### src/rtl/fetch_unit.sv
// Instruction fetch stage: owns the PC, addresses the combinational instruction
// memory and registers each fetched word with its PC into a valid/ready slot.
module fetch_unit #(
  parameter int          DEPTH    = 64,
  parameter logic [31:0] RESET_PC = 32'h0000_0000
) (
  input  logic        clk,
  input  logic        reset,
  input  logic        stall,
  input  logic        redirect_valid,
  input  logic [31:0] redirect_pc,
  output logic [7:0]  imem_addr,
  input  logic [31:0] imem_instr,
  output logic        if_valid,
  input  logic        if_ready,
  output logic [31:0] if_pc,
  output logic [31:0] if_instr,
  output logic        fault,
  output logic [31:0] fault_pc,
  output logic [15:0] if_count,
  output logic        dbg_state
);

  typedef enum logic {
    S_RUN   = 1'b0,
    S_FAULT = 1'b1
  } state_t;

  localparam logic [31:0] DEPTH_W = 32'(DEPTH);

  state_t      r_state, w_state_nxt;
  logic [31:0] r_pc, w_pc_nxt;
  logic        r_valid, w_valid_nxt;
  logic [31:0] r_if_pc, w_if_pc_nxt;
  logic [31:0] r_if_instr, w_if_instr_nxt;
  logic [31:0] r_fault_pc, w_fault_pc_nxt;
  logic [15:0] r_count, w_count_nxt;

  logic w_consumed;
  logic w_can_load;
  logic w_oob;

  // Slot handshake: a slot transfers on every edge where if_valid and if_ready
  // are both high; while if_valid is high and if_ready low, if_pc/if_instr hold.
  assign w_consumed = r_valid & if_ready;
  assign w_can_load = (~r_valid | if_ready) & ~stall;
  assign w_oob      = ({2'b00, r_pc[31:2]} >= DEPTH_W);

  always_ff @(posedge clk) begin
    if (reset) begin
      r_state    <= S_RUN;
      r_pc       <= RESET_PC;
      r_valid    <= 1'b0;
      r_if_pc    <= 32'h0;
      r_if_instr <= 32'h0;
      r_fault_pc <= 32'h0;
      r_count    <= 16'h0;
    end else begin
      r_state    <= w_state_nxt;
      r_pc       <= w_pc_nxt;
      r_valid    <= w_valid_nxt;
      r_if_pc    <= w_if_pc_nxt;
      r_if_instr <= w_if_instr_nxt;
      r_fault_pc <= w_fault_pc_nxt;
      r_count    <= w_count_nxt;
    end
  end

  always_comb begin
    w_state_nxt    = r_state;
    w_pc_nxt       = r_pc;
    w_valid_nxt    = r_valid;
    w_if_pc_nxt    = r_if_pc;
    w_if_instr_nxt = r_if_instr;
    w_fault_pc_nxt = r_fault_pc;
    w_count_nxt    = r_count + 16'(w_consumed);
    case (r_state)
      S_RUN: begin
        if (redirect_valid) begin
          // Redirect flushes the slot even when decode is stalled.
          w_valid_nxt = 1'b0;
          if (redirect_pc[1:0] != 2'b00) begin
            w_state_nxt    = S_FAULT;
            w_fault_pc_nxt = redirect_pc;
          end else begin
            w_pc_nxt = redirect_pc;
          end
        end else if (w_can_load && w_oob) begin
          w_state_nxt    = S_FAULT;
          w_fault_pc_nxt = r_pc;
          w_valid_nxt    = 1'b0;
        end else if (w_can_load) begin
          w_if_instr_nxt = imem_instr;
          w_if_pc_nxt    = r_pc;
          w_valid_nxt    = 1'b1;
          w_pc_nxt       = r_pc + 32'd4;
        end else if (w_consumed) begin
          w_valid_nxt = 1'b0;
        end
      end
      S_FAULT: begin
        w_valid_nxt = 1'b0;
      end
      default: begin
        w_state_nxt = S_FAULT;
        w_valid_nxt = 1'b0;
      end
    endcase
  end

  assign imem_addr = r_pc[9:2];
  assign if_valid  = r_valid;
  assign if_pc     = r_if_pc;
  assign if_instr  = r_if_instr;
  assign fault     = (r_state == S_FAULT);
  assign fault_pc  = r_fault_pc;
  assign if_count  = r_count;
  assign dbg_state = r_state;

endmodule

### config.mk
export PLATFORM = sky130hd
export DESIGN_NAME = fetch_unit
export DESIGN_NICKNAME = d
export VERILOG_FILES = /design/src/rtl/fetch_unit.sv
export SDC_FILE = /design/constraint.sdc
export NUM_CORES = 1
export LEC_CHECK = 0
export CELL_PAD_IN_SITES_DETAIL_PLACEMENT = 1
export CELL_PAD_IN_SITES_GLOBAL_PLACEMENT = 1
export CORE_ASPECT_RATIO = 1.5
export CORE_MARGIN = 10
export CORE_UTILIZATION = 34
export CTS_CLUSTER_SIZE = 14
export DETAILED_ROUTE_END_ITERATION = 8
export GPL_ROUTABILITY_DRIVEN = 1
export HOLD_SLACK_MARGIN = 0.12
export PLACE_DENSITY = 0.77
export SETUP_SLACK_MARGIN = 0.2
export SLEW_MARGIN = 20
export SYNTH_ARGS = -nofsm -noshare
export SYNTH_HDL_FRONTEND = slang
export SYNTH_SLANG_ARGS = --single-unit
### constraint.sdc
create_clock -name clk -period 2.8 [get_ports clk]
set_input_delay 0.84 -clock clk [delete_from_list [all_inputs] [get_ports clk]]
set_output_delay 0.84 -clock clk [all_outputs]
set_load 0.005 [all_outputs]
# Yosys cells after proc, flatten, opt, wreduce, memory -nomap -nowiden
# Cells that the tools add are included.
# op_classes
add_sub_neg,2
mul,0
div,0
magnitude_cmp,1
eq_ne,4
shift,0
mux,16
bitwise,8
reduce_logical,7
# op_table
cell,count
2-to-1 mux 32 bit,7
adder 32 x 3 -> 32 bit (second input constant),1
>= comparator 30 x 7 -> 1 bit (second input constant),1
adder 16 x 1 -> 16 bit,1
2-to-1 mux 1 bit,8
AND reduction 4 bit,2
nonzero test 2 bit,3
inequality test 5 bit (second input constant),1
NOT 1 bit,5
inequality test 2 bit (second input constant),2
AND reduction 3 bit,1
AND 1 bit,2
inequality test 2 x 1 -> 1 bit (second input constant),1
case mux 1 bit (2 select lines),1
logical AND 1 bit,1
bitwise OR 1 bit,1
# word_totals
ff_bits,146
latchBits,0
mem_bits_rw,0
rom_bits,0
input_bits,69
out_inout_bits,123
elab_cells,45
memories,0

# Logic depth before layout (Yosys ltp)
# Gate-level depths: netlist of run 1.
# logic_depth
depth_word,7
ltp_mapped,9
ltp_nobuf,8

# Least setup slack after synthesis of run 1
# Ideal clock, no wire load.
# synth_timing
path_type,in2reg
start,in redirect_valid
end,reg r_pc[5]
arrival_time_ns,2.368
required_time_ns,2.667
setup_slack_ns,0.299
cell_stages,7
path_buffers,3
path_cell_list,or4_1 -> buf_2 -> or3_1 -> buf_6 -> buf_6 -> a211oi_2 -> a311oi_2
# synth_via
elab_chain_cells,2
elab_cells_between_ends,5
classes_between,eq/ne (2); mux (1); reduce/logical (2)
# synth_lines
item,line,source
start: declaration,10,"input logic redirect_valid,"
inequality test 2 bit (no source line) or nonzero test 2 bit (tied branches),-,
AND reduction 4 bit (no source line),-,
end signal: assignment,60,r_pc <= w_pc_nxt;
end: declaration,32,"logic [31:0] r_pc, w_pc_nxt;"
# Several ways; a longest one is shown, not always the timed one.
# A chain may end at the register's enable or synchronous reset.

# Worst setup path after layout of run 1
# layout_timing
start,in if_ready
end,reg r_pc[28]
# layout_via
elab_chain_cells,5
elab_cells_between_ends,6
classes_between,eq/ne (1); bitwise (2); reduce/logical (3)
# layout_lines
item,line,source
start: declaration,15,"input logic if_ready,"
bitwise OR 1 bit (*),46,assign w_can_load = (~r_valid | if_ready) & ~stall;
AND 1 bit (*),46,
logical AND 1 bit,88,end else if (w_can_load && w_oob) begin
inequality test 2 bit (no source line),-,
AND reduction 4 bit (no source line) (*),-,
# Every way passes the cells marked *; elsewhere a longest branch is shown, timed or not.

==> flow_metrics.env, run 1 <==
export IMPL_status="finished, final reports clean"
export IMPL_min_delay_worst_endpoint="if_instr[8]"
export IMPL_portBuffers=191
export IMPL_grt_max_degree=101
export IMPL_ant_nets=0
export IMPL_seq_area_um2=2923
export IMPL_r2r_setup_slack_ns=0.63
export IMPL_die_area_um2=23630
export IMPL_cts_tree="built"
export IMPL_syn_nets=742
export IMPL_ys_seq_elements=146
export IMPL_vias=5587
export IMPL_wl_per_cell_um=19.77
export IMPL_arrival_ns=2.74
export IMPL_multi_input_area_um2=2790
export IMPL_power_total_uw=5465
export IMPL_cp_num_buf_inv=3
export IMPL_grt_pass1_vias=6031
export IMPL_clock_skew_ns=0.006775
export IMPL_area_growth_pct=44.97
export IMPL_synth_warnings=0
export IMPL_reg2reg_to="fault_pc[30]"
export IMPL_min_period_over_period_pct=88.00
export IMPL_dp_hpwl_mm=15.72
export IMPL_max_freq_mhz=405.8
export IMPL_num_rows=59
export IMPL_worstHoldStart="if_instr[8]"
export IMPL_worstMarginPinSlew_ns=0.7761
export IMPL_crit_family="buffers and inverters"
export IMPL_ys_seq_area_share_pct=48.32
export IMPL_yosysUniqueCellTypes=47
export IMPL_path_cells="clkdlybuf4s50_1, nor2b_1, or4_1, buf_4, o31a_1, buf_4, nand2_1, a21oi_1"
export IMPL_insertion_delay_ns=0.42
export IMPL_drc=0
export IMPL_cp_end_kind="register"
export IMPL_drive_gt1_share_pct=11.57
export IMPL_cpMaxStageDelayCell="clkdlybuf4s50_1"
export IMPL_maxCapViolations=0
export IMPL_gp_congestion=0.8127
export IMPL_clock_sinks=146
export IMPL_core_um2=17420
export IMPL_fin_crit_ns=2.464
export IMPL_synth_area_leader_cell="dfxtp_1"
export IMPL_nets=916
export IMPL_holdBufCountCts=0
export IMPL_stdcell_count=1070
export IMPL_antenna_found_initial=1
export IMPL_hold_violations=0
export IMPL_synth_main_ff_cell="dfxtp_1"
export IMPL_finalMaxSlewViolations=0
export IMPL_maxSlewHeadroom_pct=48.20
export IMPL_io_pin_count=192
export IMPL_path_clk_slew_ns=0.06
export IMPL_fin_ws_ns=0.3359
export IMPL_htreeDepth=4
export IMPL_synth_avg_cell_area_um2=9.041
export IMPL_synth_edf_count=0
export IMPL_grt_pass1_wl_mm=33.44
export IMPL_finalSetupViolations=0
export IMPL_globalRouteTotalUtil_pct=17.85
export IMPL_cts_root_buf="clkbuf_16"
export IMPL_p_per_area_nw_per_um2=623.3
export IMPL_async_reset_ff_share_pct=0
export IMPL_hold_depth=2
export IMPL_synthTopCellsByArea="dfxtp_1 48%, nand2_1 7.4%, a211oi_2 6.4%"
export IMPL_start_util_pct=34.72
export IMPL_cp_start_kind="input pin"
export IMPL_wl_mm=21.15
export IMPL_drtIter0Drc=173
export IMPL_synthMostInstantiatedCell="dfxtp_1"
export IMPL_clockBufferDepth=2
export IMPL_cts_buffers=17
export IMPL_fp_dieW_um=128.9
export IMPL_die_y_um=183.4
export IMPL_synthesis_area_um2=6048
export IMPL_synth_cells=669
export IMPL_hold_class="reg2reg"
export IMPL_slowest_delay_ns=0.47
export IMPL_p_leak_uw=0.003181
export IMPL_yosys_area_top_type_share_pct=48.32
export IMPL_grt_setup_unrepaired="false"
export IMPL_holdWs_ns=0.4522
export IMPL_drt_vias_per_instance=5.221
export IMPL_cp_max_fo=13
export IMPL_crit_required_ns=3.08
export IMPL_r2r_start="r_pc[21]"
export IMPL_synth_commonest_cells="146 x dfxtp_1, 120 x nand2_1, 60 x a21oi_1"
export IMPL_gr_total_overflow=0
export IMPL_dp_cells=1037
export IMPL_ff2ff_path_depth=7
export IMPL_fill_cells=1990
export IMPL_ir_drop_mv=0.4153
export IMPL_firstDrtPassIters=4
export IMPL_crit_path_frequent_cell="buf_4"
export IMPL_critPathKind="in2reg"
export IMPL_dp_slack_ns=-0.2221
-- per-stage QoR --
step / utilization [%] / area (um^2) / setup TNS (ns)
after floorplan: - / 6048 / 0
after global placement: 46.95 / 8180 / -10.11
after detailed placement: 46.95 / 8180 / -12.78
after CTS: 50.29 / 8762 / 0
after global routing: 50.32 / 8766 / 0
final: 50.33 / 8768 / 0
-- worst max path at each step --
stage                   start           end  depth (start not counted)
5_1_grt              if_ready      r_pc[22]                          8
4_1_cts              if_ready  if_instr[22]                          7
3_3_place_gp         if_ready      if_pc[1]                          7
2_1_floorplan  redirect_valid       r_pc[5]                          7
6_report             if_ready      r_pc[28]                          8
3_5_place_dp         if_ready  if_instr[28]                          7
-- metal layers --
metal / track usage (%) / up-vias / part of all wire [%]
li1: - / 2685 / -
met1: 17.81 / 2766 / 38
met2: 34.29 / 120 / 56
met3: 5.225 / 16 / 5.2
met4: 5.431 / 0 / 1.3
met5: 0 / - / 0
-- registers in the layout, indices dropped and copies added (netlist names) --
name,flops
if_valid,1
if_instr,32
if_pc,32
if_count,16
fault_pc,32
dbg_state,1
r_pc,32
-- worst register-to-register path: stages (launching register included) --
cell and delay (ns):
dfxtp_1 0.32, nor4_1 0.36, nand4_1 0.24, buf_4 0.22
nor2b_2 0.17, or2_2 0.33, buf_12 0.17, a211oi_1 0.25
-- cell usage in the layout (no fill, tap or decap), types with 3 or more instances in the layout --
| cell | instances |
|---|---|
| a211oi_1 | 5 |
| a211oi_2 | 31 |
| a21oi_1 | 60 |
| a221oi_1 | 4 |
| and2_1 | 5 |
| and3_1 | 28 |
| buf_12 | 6 |
| buf_4 | 22 |
| clkbuf_1 | 3 |
| clkbuf_16 | 17 |
| clkbuf_8 | 3 |
| clkdlybuf4s50_1 | 189 |
| clkinv_2 | 4 |
| dfxtp_1 | 146 |
| ha_1 | 4 |
| inv_1 | 6 |
| mux2i_1 | 31 |
| nand2_1 | 120 |
| nand3_1 | 28 |
| nand4_1 | 5 |
| nor2_1 | 26 |
| nor2b_1 | 5 |
| nor3_1 | 39 |
| nor4_1 | 7 |
| o21ai_0 | 8 |
| o31a_1 | 3 |
| or3_1 | 3 |
| xnor2_1 | 4 |
| xor2_1 | 11 |
-- report_power, final --
group / internal (uW) / switching [uW]
registers: 2190 / 79.8
logic: 483 / 456
clock network: 1380 / 878
total: 4050 / 1410
-- what timing repair did --
item | CTS | global route
resized for setup | 0 | 1
setup buffers | 0 | 0
setup endpoints to repair | 0 | 14
-- cells by family (layout without fill, tap and decap cells) --
kind of cell | after synthesis | in the layout | share of synthesized area (%)
flops | 146 | 146 | 48.32
mux | 32 | 32 | 5.317
other cells | 0 | 1 | 0
compound gates | 127 | 127 | 16.20
simple gates | 276 | 276 | 21.35
xor+xnor | 15 | 15 | 2.172
buf+inv | 69 | 256 | 5.813
fa+ha+maj | 4 | 4 | 0.8275
-- cell type report --
class / count / share of cell area, %
Timing Repair Buffer: 218 / 24.89
Antenna cell: 1 / 0.02854
Clock inverter: 9 / 1.184
Multi-Input combinational cell: 454 / 31.82
Inverter: 6 / 0.2568
Tap cell: 213 / 3.039
Clock buffer: 23 / 5.451
Sequential cell: 146 / 33.33
Note: power is estimated with default switching activity, not from simulation.
==> run 2, diff against run 1 <==
--- a/config.mk
+++ b/config.mk
@@ -17,4 +17,5 @@
 export PLACE_DENSITY = 0.77
 export SETUP_SLACK_MARGIN = 0.2
+export SKIP_CTS_REPAIR_TIMING = 1
 export SLEW_MARGIN = 20
 export SYNTH_ARGS = -nofsm -noshare
==> constraint.sdc (replaced) <==
create_clock -name clk -period 2.8 [get_ports clk]
set_input_delay 0.56 -clock clk [delete_from_list [all_inputs] [get_ports clk]]
set_output_delay 0.56 -clock clk [all_outputs]
set_load 0.005 [all_outputs]
==> flow_metrics.env, run 2 (same netlist as run 1, synthesis figures left out) <==
export IMPL_htreeDepth=4
export IMPL_fin_crit_ns=2.351
export IMPL_portBuffers=191
export IMPL_cts_root_buf="clkbuf_16"
export IMPL_r2r_setup_slack_ns=0.45
export IMPL_cpMaxStageDelayCell="or3_2"
export IMPL_wl_per_cell_um=19.58
export IMPL_cts_buffers=17
export IMPL_die_area_um2=23630
export IMPL_status="finished, final reports clean"
export IMPL_crit_required_ns=3.07
export IMPL_path_cells="nor4_1, nand4_1, or3_2, a2111oi_4, a311oi_1"
export IMPL_cp_startpoint="r_pc[21]"
export IMPL_cp_end_kind="register"
export IMPL_hold_class="reg2reg"
export IMPL_finalMaxSlewViolations=0
export IMPL_grt_pass1_vias=6135
export IMPL_num_rows=59
export IMPL_clockBufferDepth=2
export IMPL_io_pin_count=192
export IMPL_path_clk_slew_ns=0.06
export IMPL_clock_skew_ns=0.01272
export IMPL_post_route_util_pct=50.22
export IMPL_drt_vias_per_instance=5.222
export IMPL_fp_dieW_um=128.9
export IMPL_area_growth_pct=44.64
export IMPL_gp_congestion=0.7986
export IMPL_p_leak_uw=0.003172
export IMPL_maxSlewHeadroom_pct=51.95
export IMPL_crit_end="r_pc[6]"
export IMPL_globalRouteTotalUtil_pct=17.43
export IMPL_arrival_ns=2.63
export IMPL_dp_hpwl_mm=15.50
export IMPL_reg2reg_to="r_pc[6]"
export IMPL_slowest_delay_ns=0.71
export IMPL_start_util_pct=34.72
export IMPL_clock_sinks=146
export IMPL_grt_pass1_wl_mm=32.60
export IMPL_final_cell_mix="189 x clkdlybuf4s50_1, 146 x dfxtp_1, 120 x nand2_1, 60 x a21oi_1, 39 x nor3_1"
export IMPL_stdcell_count=1063
export IMPL_worstMarginPinSlew_ns=0.7199
export IMPL_ir_drop_mv=0.4469
export IMPL_fill_cells=1998
export IMPL_wl_mm=20.81
export IMPL_dp_cells=1031
export IMPL_gr_total_overflow=0
export IMPL_ff2ff_path_depth=5
export IMPL_firstDrtPassIters=4
export IMPL_critPathKind="reg2reg"
export IMPL_nets=910
export IMPL_grt_setup_unrepaired="false"
export IMPL_core_um2=17420
export IMPL_holdWs_ns=0.4570
export IMPL_hold_violations=0
export IMPL_r2r_start="r_pc[21]"
export IMPL_drc=0
export IMPL_cp_max_fo=7
export IMPL_insertion_delay_ns=0.41
export IMPL_finalSetupTns_ns=0
export IMPL_drive_gt1_share_pct=11.07
export IMPL_vias=5551
export IMPL_grt_max_degree=99
export IMPL_final_area_um2=8748
export IMPL_cts_tree="built"
export IMPL_maxCapViolations=0
export IMPL_die_y_um=183.4
export IMPL_ant_nets=0
export IMPL_min_period_over_period_pct=83.97
export IMPL_cp_start_kind="register"
export IMPL_drtIter0Drc=200
export IMPL_max_freq_mhz=425.3
export IMPL_antenna_found_initial=1
export IMPL_layout_commonest_cell="clkdlybuf4s50_1"
export IMPL_p_per_area_nw_per_um2=636.0
export IMPL_finalSetupViolations=0
export IMPL_placed_cell_area_um2=8123
[run 2: changes by cell type in the layout (fill, tap and decap cells not counted), moves of 2 or more]
| cell | before | now |
|---|---|---|
| clkbuf_1 | 3 | 1 |
| clkinv_4 | 0 | 2 |
| clkinv_2 | 4 | 2 |
| clkbuf_8 | 3 | 5 |
| buf_4 | 22 | 17 |
[run 2: area by class of cell]
cell class	instances	area [um^2]	share of cell area (%)
Timing Repair Buffer	212	2125	24.28
Tap cell	213	266.5	3.046
Multi-Input combinational cell	454	2786	31.85
Clock buffer	23	498.0	5.692
Sequential cell	146	2923	33.41
Antenna cell	1	2.502	0.02860
Inverter	6	22.52	0.2574
Clock inverter	8	125.1	1.430
[run 2: per-layer routing]
layer,vias up,track usage [%],routed length [um]
li1,2665,-,-
met1,2700,17.12,7692
met2,146,32.08,11180
met3,40,5.052,1165
met4,0,9.128,777
met5,-,0,0
[run 2: where the power goes]
part / internal, uW / total, uW / switching, uW
clock: 1520 / 2380 / 866
combinational: 466 / 909 / 443
sequential: 2190 / 2270 / 84.0
[run 2: worst max-delay path, delay by kind of cell (launching register included)]
family	cells	cell delay (ns)
flops	1	0.32
simple gates	3	1.43
compound gates	2	0.45
[run 2: worst min path at each step]
| stage | start | end | slack, ns | depth (start not counted) |
|---|---|---|---|---|
| 2_1_floorplan | r_pc[0] | if_pc[0] | 0.44 | 2 |
| 4_1_cts | if_instr[25] | if_instr[25] | 0.46 | 2 |
| 3_5_place_dp | if_instr[25] | if_instr[25] | 0.45 | 2 |
| 6_report | if_instr[25] | if_instr[25] | 0.46 | 2 |
| 5_1_grt | if_instr[25] | if_instr[25] | 0.48 | 2 |
| 3_3_place_gp | if_instr[7] | if_instr[7] | 0.44 | 2 |
[run 2: stage by stage]
| stage | worst slack (ns) | power (uW) |
|---|---|---|
| 4_1_cts | 0.4189 | 5640 |
| 3_3_place_gp | 0.1210 | 3204 |
| 6_report | 0.4489 | 5564 |
| 3_5_place_dp | 0.08190 | 3242 |
| 2_1_floorplan | 0.5789 | 2768 |
| 5_1_grt | 0.2533 | 5812 |
==> run 3, diff against run 2 <==
Clock period 2.8 ns to 2.3 ns, I/O delays scaled along.
==> flow_metrics.env, run 3 (same netlist as run 1, synthesis figures left out) <==
export IMPL_max_freq_mhz=485.5
export IMPL_firstDrtPassIters=4
export IMPL_maxSlewHeadroom_pct=54.33
export IMPL_cts_tree="built"
export IMPL_min_delay_worst_endpoint="if_instr[13]"
export IMPL_slowest_delay_ns=0.55
export IMPL_dp_hpwl_mm=16.04
export IMPL_antenna_found_initial=1
export IMPL_cts_buffers=17
export IMPL_ir_drop_mv=0.4185
export IMPL_nets=941
export IMPL_min_period_over_period_pct=89.55
export IMPL_worstHoldStart="if_instr[13]"
export IMPL_gr_total_overflow=0
export IMPL_ant_nets=0
export IMPL_vias=5764
export IMPL_wl_per_cell_um=20.74
export IMPL_cts_root_buf="clkbuf_16"
export IMPL_holdWs_ns=0.4610
export IMPL_placed_cell_area_um2=8287
export IMPL_ff2ff_path_depth=8
export IMPL_r2r_start="r_pc[10]"
export IMPL_cp_end_kind="register"
export IMPL_fin_crit_ns=2.060
export IMPL_insertion_delay_ns=0.43
export IMPL_io_pin_count=192
export IMPL_grt_pass1_vias=6166
export IMPL_hold_depth=2
export IMPL_drc=0
export IMPL_start_util_pct=34.72
export IMPL_hold_class="reg2reg"
export IMPL_fp_dieW_um=128.9
export IMPL_arrival_ns=2.32
export IMPL_path_clk_slew_ns=0.05
export IMPL_grt_max_degree=121
export IMPL_cpMaxStageDelayCell="or4_4"
export IMPL_cp_max_fo=16
export IMPL_critPathKind="in2reg"
export IMPL_cp_start_kind="input pin"
export IMPL_hold_violations=0
export IMPL_r2r_setup_slack_ns=0.27
export IMPL_stdcell_count=1094
export IMPL_worstMarginPinSlew_ns=0.6851
export IMPL_crit_required_ns=2.56
export IMPL_p_leak_uw=0.003381
export IMPL_drt_vias_per_instance=5.269
export IMPL_final_cell_mix="189 x clkdlybuf4s50_1, 144 x dfxtp_1, 120 x nand2_1, 60 x a21oi_1, 39 x nor3_1"
export IMPL_grt_setup_unrepaired="true"
export IMPL_clockBufferDepth=2
export IMPL_area_growth_pct=51.45
export IMPL_clock_sinks=146
export IMPL_htreeDepth=4
export IMPL_wl_mm=22.69
export IMPL_die_y_um=183.4
export IMPL_globalRouteTotalUtil_pct=18.14
export IMPL_final_area_um2=9160
export IMPL_core_um2=17420
export IMPL_die_area_um2=23630
export IMPL_grt_pass1_wl_mm=33.87
export IMPL_maxCapViolations=0
export IMPL_path_cells="clkdlybuf4s50_1, or4_4, or3_4, clkbuf_16, nand2_1, a21oi_1"
export IMPL_num_rows=59
export IMPL_finalSetupViolations=0
export IMPL_gp_congestion=0.7822
export IMPL_fill_cells=1958
export IMPL_layout_commonest_cell="clkdlybuf4s50_1"
export IMPL_clock_skew_ns=0.01122
export IMPL_dp_cells=1049
export IMPL_drtIter0Drc=284
export IMPL_finalMaxSlewViolations=0
export IMPL_status="finished, final reports clean"
export IMPL_portBuffers=191
export IMPL_drive_gt1_share_pct=15.57
export IMPL_p_per_area_nw_per_um2=746.3
export IMPL_reg2reg_to="if_instr[16]"
==> run 3: metrics by stage <==
step / worst slack, ns / total power [uW] / setup TNS [ns] / utilization (%)
5_1_grt: 0.1743 / 7145 / 0 / 52.58
3_5_place_dp: -0.3467 / 3985 / -30.69 / 47.57
6_report: 0.2405 / 6836 / 0 / 52.58
3_3_place_gp: -0.3000 / 3938 / -26.97 / 47.57
2_1_floorplan: 0.2101 / 3372 / 0 / -
4_1_cts: -0.02457 / 6797 / -0.2308 / 50.95
==> run 3: routing by layer <==
metal,global-route usage [%],routed length [um],vias to the layer above
met3,5.023,1275,37
li1,-,-,2731
met1,18.50,8324,2831
met5,0,0,-
met2,33.59,12490,165
met4,7.668,602,0
==> run 3: report_power, final <==
group / switching [uW] / internal [uW] / leakage [uW]
Clock: 1100 / 1700 / 0.000286
Sequential: 97.9 / 2660 / 0.00119
Combinational: 599 / 675 / 0.00191
==> run 3: worst max-delay path, delay by kind of cell <==
kind            cells  cell delay [ns]
simple gates        3             1.12
buf+inv             2             0.65
compound gates      1             0.08
==> run 3: cell type report <==
type	instances	area [um^2]	area share, %
inverter	6	22.52	0.2459
clock inverter	13	160.2	1.748
multi-input combinational	455	2888	31.53
timing repair buffer	242	2466	26.92
sequential	146	2925	31.94
clock buffer	18	429.2	4.685
tap	213	266.5	2.909
antenna	1	2.502	0.02732
==> run 3: how the worst max path moves through the flow <==
stage	start	to	slack, ns	cells after the start
final	stall	if_instr[16]	0.24	6
after global routing	r_pc[27]	r_pc[3]	0.17	9
after CTS	r_pc[24]	if_pc[19]	-0.02	6
after detailed placement	stall	if_pc[19]	-0.35	5
after global placement	if_ready	if_pc[18]	-0.30	6
after floorplan	redirect_valid	r_pc[6]	0.21	6
